<file path="src/rtl/aq_f_spsram_arb_ctrl.sv">
// Two-requester round-robin front end for a single-port SRAM macro (active-low CEN/GWEN/WEN).
// An optional init pass zero-fills the whole array before any request is granted.
module aq_f_spsram_arb_ctrl #(
  parameter int unsigned ADDR_WIDTH = 10,
  parameter int unsigned DATA_WIDTH = 64,
  parameter bit          INIT_EN    = 1'b1
) (
  input  logic                  CLK,
  input  logic                  RST,
  input  logic                  req0_vld,
  input  logic                  req0_wr,
  input  logic [ADDR_WIDTH-1:0] req0_addr,
  input  logic [DATA_WIDTH-1:0] req0_wdata,
  input  logic [DATA_WIDTH-1:0] req0_wmask,
  output logic                  req0_gnt,
  output logic                  req0_rvld,
  input  logic                  req1_vld,
  input  logic                  req1_wr,
  input  logic [ADDR_WIDTH-1:0] req1_addr,
  input  logic [DATA_WIDTH-1:0] req1_wdata,
  input  logic [DATA_WIDTH-1:0] req1_wmask,
  output logic                  req1_gnt,
  output logic                  req1_rvld,
  output logic [DATA_WIDTH-1:0] rdata,
  output logic                  init_done,
  output logic [ADDR_WIDTH-1:0] SRAM_A,
  output logic                  SRAM_CEN,
  output logic                  SRAM_GWEN,
  output logic [DATA_WIDTH-1:0] SRAM_WEN,
  output logic [DATA_WIDTH-1:0] SRAM_D,
  input  logic [DATA_WIDTH-1:0] SRAM_Q,
  output logic                  dbg_state_o
);

  typedef enum logic {ST_INIT = 1'b0, ST_RUN = 1'b1} state_t;

  state_t                  state_q;
  logic [ADDR_WIDTH-1:0]   init_cnt_q;
  logic                    init_done_q;
  logic                    last_q;
  logic                    req0_rvld_q, req1_rvld_q;
  logic [ADDR_WIDTH-1:0]   a_q;
  logic [DATA_WIDTH-1:0]   d_q;
  logic                    run_act, init_act, gnt_any;
  logic                    sel_wr;
  logic [ADDR_WIDTH-1:0]   sel_addr;
  logic [DATA_WIDTH-1:0]   sel_wdata, sel_wmask;

  assign run_act  = (state_q == ST_RUN)  && !RST;
  assign init_act = (state_q == ST_INIT) && !RST;

  // Handshake: reqN_vld is held by the requester until reqN_gnt is seen high in the
  // same cycle; that cycle is the SRAM access. Nothing is buffered here.
  // last_q=1 means req1 won most recently, so req0 takes the next conflict.
  always_comb begin
    req0_gnt = 1'b0;
    req1_gnt = 1'b0;
    if (run_act) begin
      if (req0_vld && req1_vld) begin
        req0_gnt = last_q;
        req1_gnt = ~last_q;
      end else begin
        req0_gnt = req0_vld;
        req1_gnt = req1_vld;
      end
    end
  end

  assign gnt_any   = req0_gnt | req1_gnt;
  assign sel_wr    = req1_gnt ? req1_wr    : req0_wr;
  assign sel_addr  = req1_gnt ? req1_addr  : req0_addr;
  assign sel_wdata = req1_gnt ? req1_wdata : req0_wdata;
  assign sel_wmask = req1_gnt ? req1_wmask : req0_wmask;

  // A and D keep their last driven value on idle cycles so the macro's Q stays put.
  always_comb begin
    SRAM_A    = a_q;
    SRAM_D    = d_q;
    SRAM_CEN  = 1'b1;
    SRAM_GWEN = 1'b1;
    SRAM_WEN  = '1;
    if (init_act) begin
      SRAM_A    = init_cnt_q;
      SRAM_D    = '0;
      SRAM_CEN  = 1'b0;
      SRAM_GWEN = 1'b0;
      SRAM_WEN  = '0;
    end else if (gnt_any) begin
      SRAM_A    = sel_addr;
      SRAM_D    = sel_wdata;
      SRAM_CEN  = 1'b0;
      SRAM_GWEN = ~sel_wr;
      SRAM_WEN  = sel_wr ? ~sel_wmask : '1;
    end
  end

  always_ff @(posedge CLK) begin
    if (RST) begin
      state_q     <= INIT_EN ? ST_INIT : ST_RUN;
      init_cnt_q  <= '0;
      init_done_q <= ~INIT_EN;
      last_q      <= 1'b1;
      req0_rvld_q <= 1'b0;
      req1_rvld_q <= 1'b0;
      a_q         <= '0;
      d_q         <= '0;
    end else begin
      a_q         <= SRAM_A;
      d_q         <= SRAM_D;
      req0_rvld_q <= req0_gnt & ~req0_wr;
      req1_rvld_q <= req1_gnt & ~req1_wr;
      case (state_q)
        ST_INIT: begin
          init_cnt_q <= init_cnt_q + 1'b1;
          if (init_cnt_q == {ADDR_WIDTH{1'b1}}) begin
            state_q     <= ST_RUN;
            init_done_q <= 1'b1;
          end
        end
        default: begin
          if (gnt_any) last_q <= req1_gnt;
        end
      endcase
    end
  end

  assign req0_rvld   = req0_rvld_q;
  assign req1_rvld   = req1_rvld_q;
  assign rdata       = SRAM_Q;
  assign init_done   = init_done_q;
  assign dbg_state_o = (state_q == ST_RUN);

endmodule
</file>
<file path="config.mk">
export PLATFORM = sky130hd
export DESIGN_NAME = aq_f_spsram_arb_ctrl
export DESIGN_NICKNAME = d
export VERILOG_FILES = /design/src/rtl/aq_f_spsram_arb_ctrl.sv
export SDC_FILE = /design/constraint.sdc
export NUM_CORES = 1
export LEC_CHECK = 0
export CELL_PAD_IN_SITES_DETAIL_PLACEMENT = 0
export CELL_PAD_IN_SITES_GLOBAL_PLACEMENT = 1
export CORE_AREA = 2 2 216 218
export CTS_CLUSTER_DIAMETER = 40
export DETAILED_ROUTE_END_ITERATION = 16
export DIE_AREA = 0 0 218 220
export PLACE_DENSITY = 0.63
export SYNTH_ARGS = -nofsm -noshare
export SYNTH_HDL_FRONTEND = slang
export SYNTH_SLANG_ARGS = --single-unit
</file>
<file path="constraint.sdc">
create_clock -name CLK -period 1.7 [get_ports CLK]
set_input_delay 0.255 -clock CLK [delete_from_list [all_inputs] [get_ports CLK]]
set_output_delay 0.255 -clock CLK [all_outputs]
set_load 0.02 [all_outputs]
</file>
; Word level (Yosys, flattened, before mapping)
; Index checks and enable logic that the tools add are counted.
[op_classes]
mux = 21
reduce_logical = 6
n_addsub = 1
eq_ne = 1
bitwise_logic = 9
[op_table]
columns = cell, n
row1 = $mux 64, 7
row2 = $not 64->64, 1
row3 = $mux 10, 3
row4 = $mux 1, 11
row5 = $add 10x1->10 const B, 1
row6 = $eq 10x10->1 const B, 1
row7 = $not 1->1, 5
row8 = $reduce_and 2->1, 2
row9 = $logic_and 1x1->1, 3
row10 = $and 1x1->1, 2
row11 = $logic_not 1->1, 1
row12 = $or 1x1->1, 1
[totals]
input_bits = 346
ff_bits = 89
output_inout_bits = 210
wordCells = 46

; Depth between registers and ports, before layout
; Gate-level depths: netlist (run 1).
[depth]
ltp_word = 8
mapped_depth = 7
mapped_depth_nobuf = 4

; Worst setup path before layout (run 1)
; Ideal clock, no wire load.
[synth_timing]
kind = reg-to-output
from = reg state_q (netlist: dbg_state_o)
to = out SRAM_D[54]
required_ns = 1.445
t_arrival_ns = 1.731
path_buffers = 2
stages_incl_launch_ff = 6
path_slack_ns = -0.286
cell_sequence = dfxtp_1 > nor2b_1 > buf_2 > buf_2 > a21oi_1 > a211oi_1
[synth_between]
elab_chain_cells = 5
word_cells_on_any_way = 9
classes_between = mux (5) / bitwise (2) / reduce/logical (2)
[synth_lines]
columns = item, line_no
row1 = from (decl), 37  ; state_t state_q;
row2 = from (signal assigned), 99  ; state_q <= INIT_EN ? ST_INIT : ST_RUN;
row3 = $logic_and 1x1->1, 49  ; assign run_act = (state_q == ST_RUN) && !RST;
row4 = $mux 1, 58  ; if (run_act) begin
row5 = $mux 64 / $or 1x1->1 (equally long branches), "72, 69"
row6 = $mux 64, 88  ; end else if (gnt_any) begin
row7 = $mux 64 (*), 82  ; if (init_act) begin
row8 = to (decl), 30  ; output logic [DATA_WIDTH-1:0] SRAM_D,
; Every way passes the cells marked *; elsewhere a longest branch is shown, timed or not.

; Worst setup path after layout (run 1)
[layout_timing]
from = reg last_q
to = out SRAM_WEN[21]
[layout_between]
elab_chain_cells = 8
word_cells_on_any_way = 12
classes_between = mux (9) / bitwise (3)
[layout_lines]
columns = item, line_no
row1 = from (decl), 40  ; logic last_q;
row2 = from (signal assigned), 121  ; if (gnt_any) last_q <= req1_gnt;
row3 = $not 1->1, 61  ; req1_gnt = ~last_q;
row4 = $mux 1, 59  ; if (req0_vld && req1_vld) begin
row5 = $mux 1, 58
row6 = $mux 64, 73  ; assign sel_wmask = req1_gnt ? req1_wmask : req0_wmask;
row7 = $not 64->64, 93  ; SRAM_WEN = sel_wr ? ~sel_wmask : '1;
row8 = $mux 64, 93
row9 = $mux 64 (*), 88
row10 = $mux 64 (*), 82
row11 = to (decl), 29  ; output logic [DATA_WIDTH-1:0] SRAM_WEN,
; Marked as above.

==> impl_metrics.py, run 1 <==
metrics = {
    "status": {
        "status": "finished, violations left",
        "violations": "setup timing",
    },
    "floorplan": {
        "io_pins": 556,
        "placementRows": 79,
        "die_y_um": 220,
        "die_area_mm2": 0.0480,
        "die_w_um": 218,
        "initial_core_util_pct": 14.3,
        "core_area_mm2": 0.0459,
    },
    "synthesis": {
        "synth_compound_area_share_pct": 40.6,
        "yosys.area_share.adder_pct": 0.190,
        "ys_ff_latch": 89,
        "synth_xor_area_share_pct": 0.533,
        "netlist_top_cells_area": "dfxtp_1 (27%), a211oi_2 (18%), mux2i_1 (9.9%)",
        "synth_area_per_cell_um2": 9.65,
        "synth_flop_cell": "dfxtp_1",
        "synth_edf_count": 0,
        "synth.most_common_cell": "a211oi_2",
        "synth_top_area_share_pct": 27.1,
        "synthesis.nets": 1028,
        "ys_seq_area_share_pct": 27.1,
        "ys_top_cells_by_count": "a211oi_2 (93), a21oi_1 (90), dfxtp_1 (89)",
        "synthCells": 681,
        "yosys.area.top_type": "dfxtp_1",
        "yosys_warnings": 0,
        "synthSimpleGateAreaFrac_pct": 3.71,
        "ys_async_sr_fraction_pct": 0,
        "synthDistinctLibCells": 39,
        "synth_area_mm2": 0.00657,
        "synth_mux_area_share_pct": 12.0,
        "synth_top_family_by_area": "compound AO/OA/AOI/OAI gates",
    },
    "clock_network": {
        "clockBufferDepth": 2,
        "cts_num_sinks": 89,
        "root_buffer": "clkbuf_16",
        "htree_levels": 3,
        "cts_tree": "yes",
        "cts_hold_buf": 0,
        "cts-buffers-inserted": 9,
        "clock_latency_ps": 370,
        "path_clk_slew_ps": 60,
    },
    "global_routing": {
        "grt_pass1_vias": 8009,
        "antenna_found_initial": 12,
        "grt_pass1_wl_um": 52000,
        "grt-ovfl-total": 0,
        "grt_max_degree": 41,
        "grt_usage_pct": 14.6,
    },
    "finish": {
        "area_growth_pct": 137,
        "drive_gt1_share_pct": 57.9,
        "nNetsFinal": 1618,
        "final_area_mm2": 0.0156,
    },
    "critical_path": {
        "cpMostUsedCell": "buf_6",
        "crit_chain": "a21bo_4 > buf_6 > nor3_4 > buf_6 > buf_12 > clkbuf_16 > a221oi_2 > buf_4",
        "end_kind": "output port",
        "worstPathArrival_ps": 2010,
        "crit_type": "reg2out",
        "cp_slowest_stage_delay_ps": 340,
        "worst-endpoint-required_ps": 1440,
        "cp-start-kind": "flop",
        "slowest_stage": "dfxtp_2",
        "r2r-start": "dbg_state_o",
        "cp-startpoint": "last_q",
        "worst-path-max-fanout": 8,
    },
    "sta": {
        "skew_ps": 7.50,
        "tns_ps": -65080,
        "relSlewSlack_pct": 75.4,
        "rsz0062_at_grt": "true",
        "drv_slew": 0,
        "finalHoldViolations": 0,
        "period_needed_ps": 2270,
        "setup_slack_ps": -570,
        "fmax_ghz": 0.441,
        "tightestPinTransition_ps": 370,
        "fin_crit_sh_pct": 134,
        "setup_viol": 151,
    },
    "placement": {
        "place_congestion": 0.735,
        "place_area_mm2": 0.0126,
        "port_buffers": 427,
        "place_hpwl_um": 25900,
    },
    "min_path": {
        "hold_start": "init_done",
        "min-delay-path-class": "reg2reg",
    },
    "route": {
        "drt-initial-drc-count": 312,
        "via_per_inst": 4.27,
        "drc": 0,
        "firstDrtPassIters": 4,
        "drtAntennaViolNets": 0,
        "drt_wl_total_um": 39800,
        "num_vias": 8045,
        "wl_per_cell_um": 21.1,
    },
    "run": {
        "max-cap-violations": 0,
    },
    "pwr": {
        "power_per_cell_area_mw_per_mm2": 418,
        "vdd_drop_max_v": 0.000415,
        "p_leak_uw": 0.00580,
    },
}
## cells in the final DEF, fill, tap and decap left out, types with 6 or more instances in the layout
cell             count
buf_16              11
buf_4              284
a221oi_2            43
mux2i_1             23
a221oi_4            23
a211oi_4            21
a211oi_1            23
buf_12              36
clkbuf_16           17
buf_6               87
o221ai_1             6
a21oi_1             69
nor2_1              10
clkdlybuf4s50_1    281
mux2i_4             15
dfxtp_1             87
a21oi_2             17
a211oi_2            93
buf_8               16
mux2i_2             37
## metrics by stage
stage / setup WS, ps / hold WS, ps / power (uW) / std cells / utilization, %
floorplan: -208 / 327 / 2960 / 681 / -
global placement: -1110 / 479 / 3980 / 1769 / 27.4
detailed placement: -1130 / 473 / 3980 / 1769 / 27.4
CTS: -593 / 490 / 6360 / 1851 / 31.1
global route: -618 / 500 / 6780 / 1883 / 33.9
finish: -570 / 486 / 6500 / 1885 / 33.9
## flip-flops by register name, summed over array words and instances (netlist names)
register / flops
d_q: 64
init_done: 1
last_q: 1
req0_rvld: 1
dbg_state_o: 1
a_q: 10
req1_rvld: 1
init_cnt_q: 10
## routing by layer
layer | vias up | GRT usage (%) | wire, um
met5 | - | 0 | 122
met4 | 22 | 4.69 | 869
met3 | 71 | 5.29 | 2860
met2 | 254 | 23.3 | 18800
met1 | 3897 | 18.3 | 17200
li1 | 3801 | - | -
## final cells by class
cell class,instances,area [um^2]
sequential,89,1790
fill,4666,30300
clock inverter,2,35.0
timing repair buffer,728,7460
clock buffer,14,274
antenna,2,5.00
inverter,4,15.0
multi-input combinational,439,5230
tap,607,759
## report_power, final
part / total [uW] / leakage [uW] / switching (uW) / internal (uW)
Combinational: 2230 / 0.00493 / 939 / 1290
Sequential: 2100 / 0.000718 / 12.0 / 2090
Clock: 2170 / 0.000153 / 906 / 1260
## worst max-delay path, delay by kind of cell (launching register included)
| kind | cells | cell delay, ps |
|---|---|---|
| AO/OA/AOI/OAI | 2 | 320 |
| buffers and inverters | 5 | 820 |
| AND/OR/NAND/NOR | 1 | 160 |
| flip-flops | 1 | 340 |
## timing repair
item	4_1_cts	5_1_grt
pin swaps	25	72
gates resized for setup	907	219
endpoints found under the setup margin	194	179
cloned	17	11
setup buffers	52	38
## kinds of logic (layout without fill, tap and decap cells)
| kind of cell | Yosys count | after routing |
|---|---|---|
| AO/OA/AOI/OAI | 312 | 312 |
| buffers and inverters | 155 | 748 |
| flip-flops | 89 | 89 |
| multiplexers | 75 | 75 |
| AND/OR/NAND/NOR | 45 | 47 |
| XOR/XNOR | 4 | 4 |
| adder cells (fa/ha/maj) | 1 | 1 |
| other | 0 | 2 |
## final timing paths
kind	endpoint	slack [ps]	depth (start not counted)
worst max-delay path	SRAM_WEN[21]	-570	8
worst max register to register	init_cnt_q[9]	-40	7
worst min-delay path	init_done	490	2
worst min register to register	init_done	490	2
(Power assumes the default switching activity.)
==> run 2, diff against run 1 <==
Settings changed: ABC_AREA set to 1, CORE_AREA 2 2 216 218 to 2 2 215 217, DIE_AREA 0 0 218 220 to 0 0 217 219, PLACE_DENSITY 0.63 to 0.7.
==> run 2 against run 1 <==
Against the previous run:
- the flow still finishes with violations (setup timing)
- cell count rose by 27%
- hold slack lost 130 ps
- routed wire length grew 9.1%
- fmax fell by 9.5%
- critical path type unchanged
- sequential power is essentially flat
- die area shrank 0.91%
- first-iteration DRC count up 19%
- area after synthesis increased by 1.3%
- flip-flop and latch count stayed put
==> impl_metrics.py, run 2 <==
metrics = {
    "finish": {
        "nNetsFinal": 2125,
        "n_fill_cell": 4575,
        "final_common_cell": "clkdlybuf4s50_1",
        "reg.largest.list": "d_q: 64 flops, a_q: 10 flops, init_cnt_q: 10 flops",
        "largest_register": "d_q",
        "largest_register_ffs": 64,
        "register_area_mm2": 0.00178,
        "mostFrequentLayoutCells": "clkdlybuf4s50_1 (281), nand2_1 (262), buf_6 (222)",
        "area_growth_pct": 153,
        "multi_input_area_mm2": 0.00518,
        "drive_gt1_share_pct": 48.3,
        "final_area_mm2": 0.0168,
    },
    "critical_path": {
        "cp_num_buf_inv": 8,
        "crit_chain": "buf_6 > nand3_4 > nor2_4 > buf_6 > o21ai_4 > o21ai_4 > buf_8 > buf_6 > buf_12 > buf_8 > buf_12 > nand2_2 > buf_6",
        "crit_type": "reg2out",
        "worst-endpoint-required_ps": 1440,
        "cpMostUsedCell": "buf_6",
        "r2r-start": "dbg_state_o",
        "cp_slowest_stage_delay_ps": 370,
        "cp-start-kind": "flop",
        "cp-startpoint": "dbg_state_o",
        "worstPathArrival_ps": 2250,
        "reg2reg_setup_slack_ps": -520,
        "worst-path-max-fanout": 8,
        "crit_family": "buffers and inverters",
        "slowest_stage": "dfxtp_2",
        "end_kind": "output port",
    },
    "pwr": {
        "p_int_uw": 4650,
        "seqPwrFrac_pct": 32.7,
        "power_per_cell_area_mw_per_mm2": 381,
        "combPwrFrac_pct": 29.6,
        "p_sw_uw": 1770,
        "swShare_pct": 27.6,
        "p_leak_uw": 0.00787,
        "p_total_uw": 6420,
        "vdd_drop_max_v": 0.000484,
        "clkPwrFrac_pct": 37.7,
    },
    "synthesis": {
        "ys_seq_area_share_pct": 26.8,
        "ys_ff_latch": 89,
        "synth_top_area_share_pct": 26.8,
        "ys_top_cells_by_count": "nand2_1 (461), inv_1 (156), nand3_1 (141)",
        "synth_flop_cell": "dfxtp_1",
        "ys_async_sr_fraction_pct": 0,
        "synth.most_common_cell": "nand2_1",
        "synthDistinctLibCells": 26,
        "synthCells": 1195,
        "netlist_top_cells_area": "dfxtp_1 (27%), nand2_1 (26%), nand3_1 (11%)",
        "synth_area_per_cell_um2": 5.57,
        "yosys.area.top_type": "dfxtp_1",
        "synth_area_mm2": 0.00666,
        "synthesis.nets": 1542,
        "yosys_warnings": 0,
        "synth_edf_count": 0,
    },
    "route": {
        "num_vias": 9841,
        "drt_wl_total_um": 43400,
        "drt-initial-drc-count": 372,
        "via_per_inst": 4.13,
        "wl_per_cell_um": 18.2,
        "drtAntennaViolNets": 0,
        "firstDrtPassIters": 5,
        "drc": 0,
    },
    "placement": {
        "port_buffers": 427,
        "place_area_mm2": 0.0120,
        "place_hpwl_um": 26900,
        "dp_slack_ps": -1040,
        "place_congestion": 0.873,
    },
    "sta": {
        "fin_crit_sh_pct": 148,
        "finalHoldViolations": 0,
        "tns_ps": -97510,
        "tightestPinTransition_ps": 1060,
        "skew_ps": 16.5,
        "rsz0062_at_grt": "true",
        "drv_slew": 0,
        "setup_slack_ps": -808,
        "relSlewSlack_pct": 29.6,
        "fmax_ghz": 0.399,
        "period_needed_ps": 2510,
        "setup_viol": 207,
    },
    "global_routing": {
        "grt_max_degree": 67,
        "grt_usage_pct": 15.7,
        "grt_pass1_vias": 9217,
        "grt_pass1_wl_um": 55800,
        "grt-ovfl-total": 0,
        "antenna_found_initial": 8,
    },
    "status": {
        "status": "finished, violations left",
        "violations": "setup timing",
    },
    "floorplan": {
        "placementRows": 78,
        "die_w_um": 217,
        "die_y_um": 219,
        "die_area_mm2": 0.0475,
        "core_area_mm2": 0.0451,
        "io_pins": 556,
        "initial_core_util_pct": 14.8,
    },
    "clock_network": {
        "root_buffer": "clkbuf_16",
        "clock_latency_ps": 370,
        "path_clk_slew_ps": 80,
        "cts_tree": "yes",
        "cts_hold_buf": 0,
        "clockBufferDepth": 2,
        "cts_num_sinks": 89,
        "cts-buffers-inserted": 9,
        "htree_levels": 3,
    },
    "run": {
        "max-cap-violations": 0,
    },
    "min_path": {
        "hold_start": "RST",
        "min-delay-path-class": "in2reg",
    },
}
## run 2: changes by cell type in the layout (fill, tap and decap cells not counted), moves of 93 or more
cell,previous run,this run
a211oi_2,93,0
buf_4,284,116
buf_6,87,222
inv_1,4,104
nand2_2,1,119
nand2_1,4,262
## run 2: what timing repair did
item / CTS / global route
pin swaps: 16 / 114
cloned: 19 / 22
setup endpoints to repair: 155 / 203
buffers inserted: 80 / 82
resized for setup: 761 / 848
## run 2: cells by family (layout without fill, tap and decap cells)
logic type               after synthesis  in the layout  share of synthesized area, %
AO/OA/AOI/OAI                         88             88                          6.81
XOR/XNOR                               2              2                         0.263
adder cells (fa/ha/maj)                1              1                         0.188
buffers and inverters                313            901                          23.0
flip-flops                            89             89                          26.8
other                                  0              2                             0
AND/OR/NAND/NOR                      702            702                          43.0
## run 2: worst paths after layout
kind,end,cells after the start
min,last_q,4
max,SRAM_WEN[29],13
min reg2reg,init_cnt_q[7],2
max reg2reg,d_q[0],16
## run 2: metrics by stage
stage / std cells / hold slack (ps) / utilization (%)
2_1_floorplan: 1195 / 327 / -
6_report: 2385 / 351 / 37.4
4_1_cts: 2327 / 337 / 30.5
3_5_place_dp: 2212 / 457 / 26.5
3_3_place_gp: 2212 / 453 / 26.5
5_1_grt: 2385 / 367 / 37.4
## run 2: power by group through the flow
| stage | Combinational, uW | Clock, uW | Sequential, uW |
|---|---|---|---|
| floorplan | 654 | 0 | 2150 |
| global placement | 1430 | 0 | 2150 |
| detailed placement | 1440 | 0 | 2150 |
| CTS | 1570 | 2490 | 2100 |
| global route | 2000 | 2560 | 2100 |
| finish | 1900 | 2420 | 2100 |
## run 2: final cells by class
type                       instances  share of cell area [%]
antenna                            2                  0.0297
timing repair buffer             715                    48.1
inverter                         169                    3.95
clock inverter                     6                   0.683
sequential                        89                    10.6
timing repair inverter             1                  0.0965
multi-input combinational        793                    30.7
tap                              600                    4.46
clock buffer                      10                    1.36
## run 2: layer usage
| metal | wire length, um | track usage, % | share of wire [%] |
|---|---|---|---|
| met1 | 16600 | 17.1 | 38 |
| met2 | 23200 | 29.6 | 53 |
| met3 | 2330 | 3.34 | 5.4 |
| met4 | 1340 | 6.03 | 3.1 |
| met5 | 0 | 0 | 0 |
## run 2: tightest hold or removal path, cell delays in order
cell and delay (ps):
buf_4 130, inv_2 60, buf_4 160, o211ai_1 80
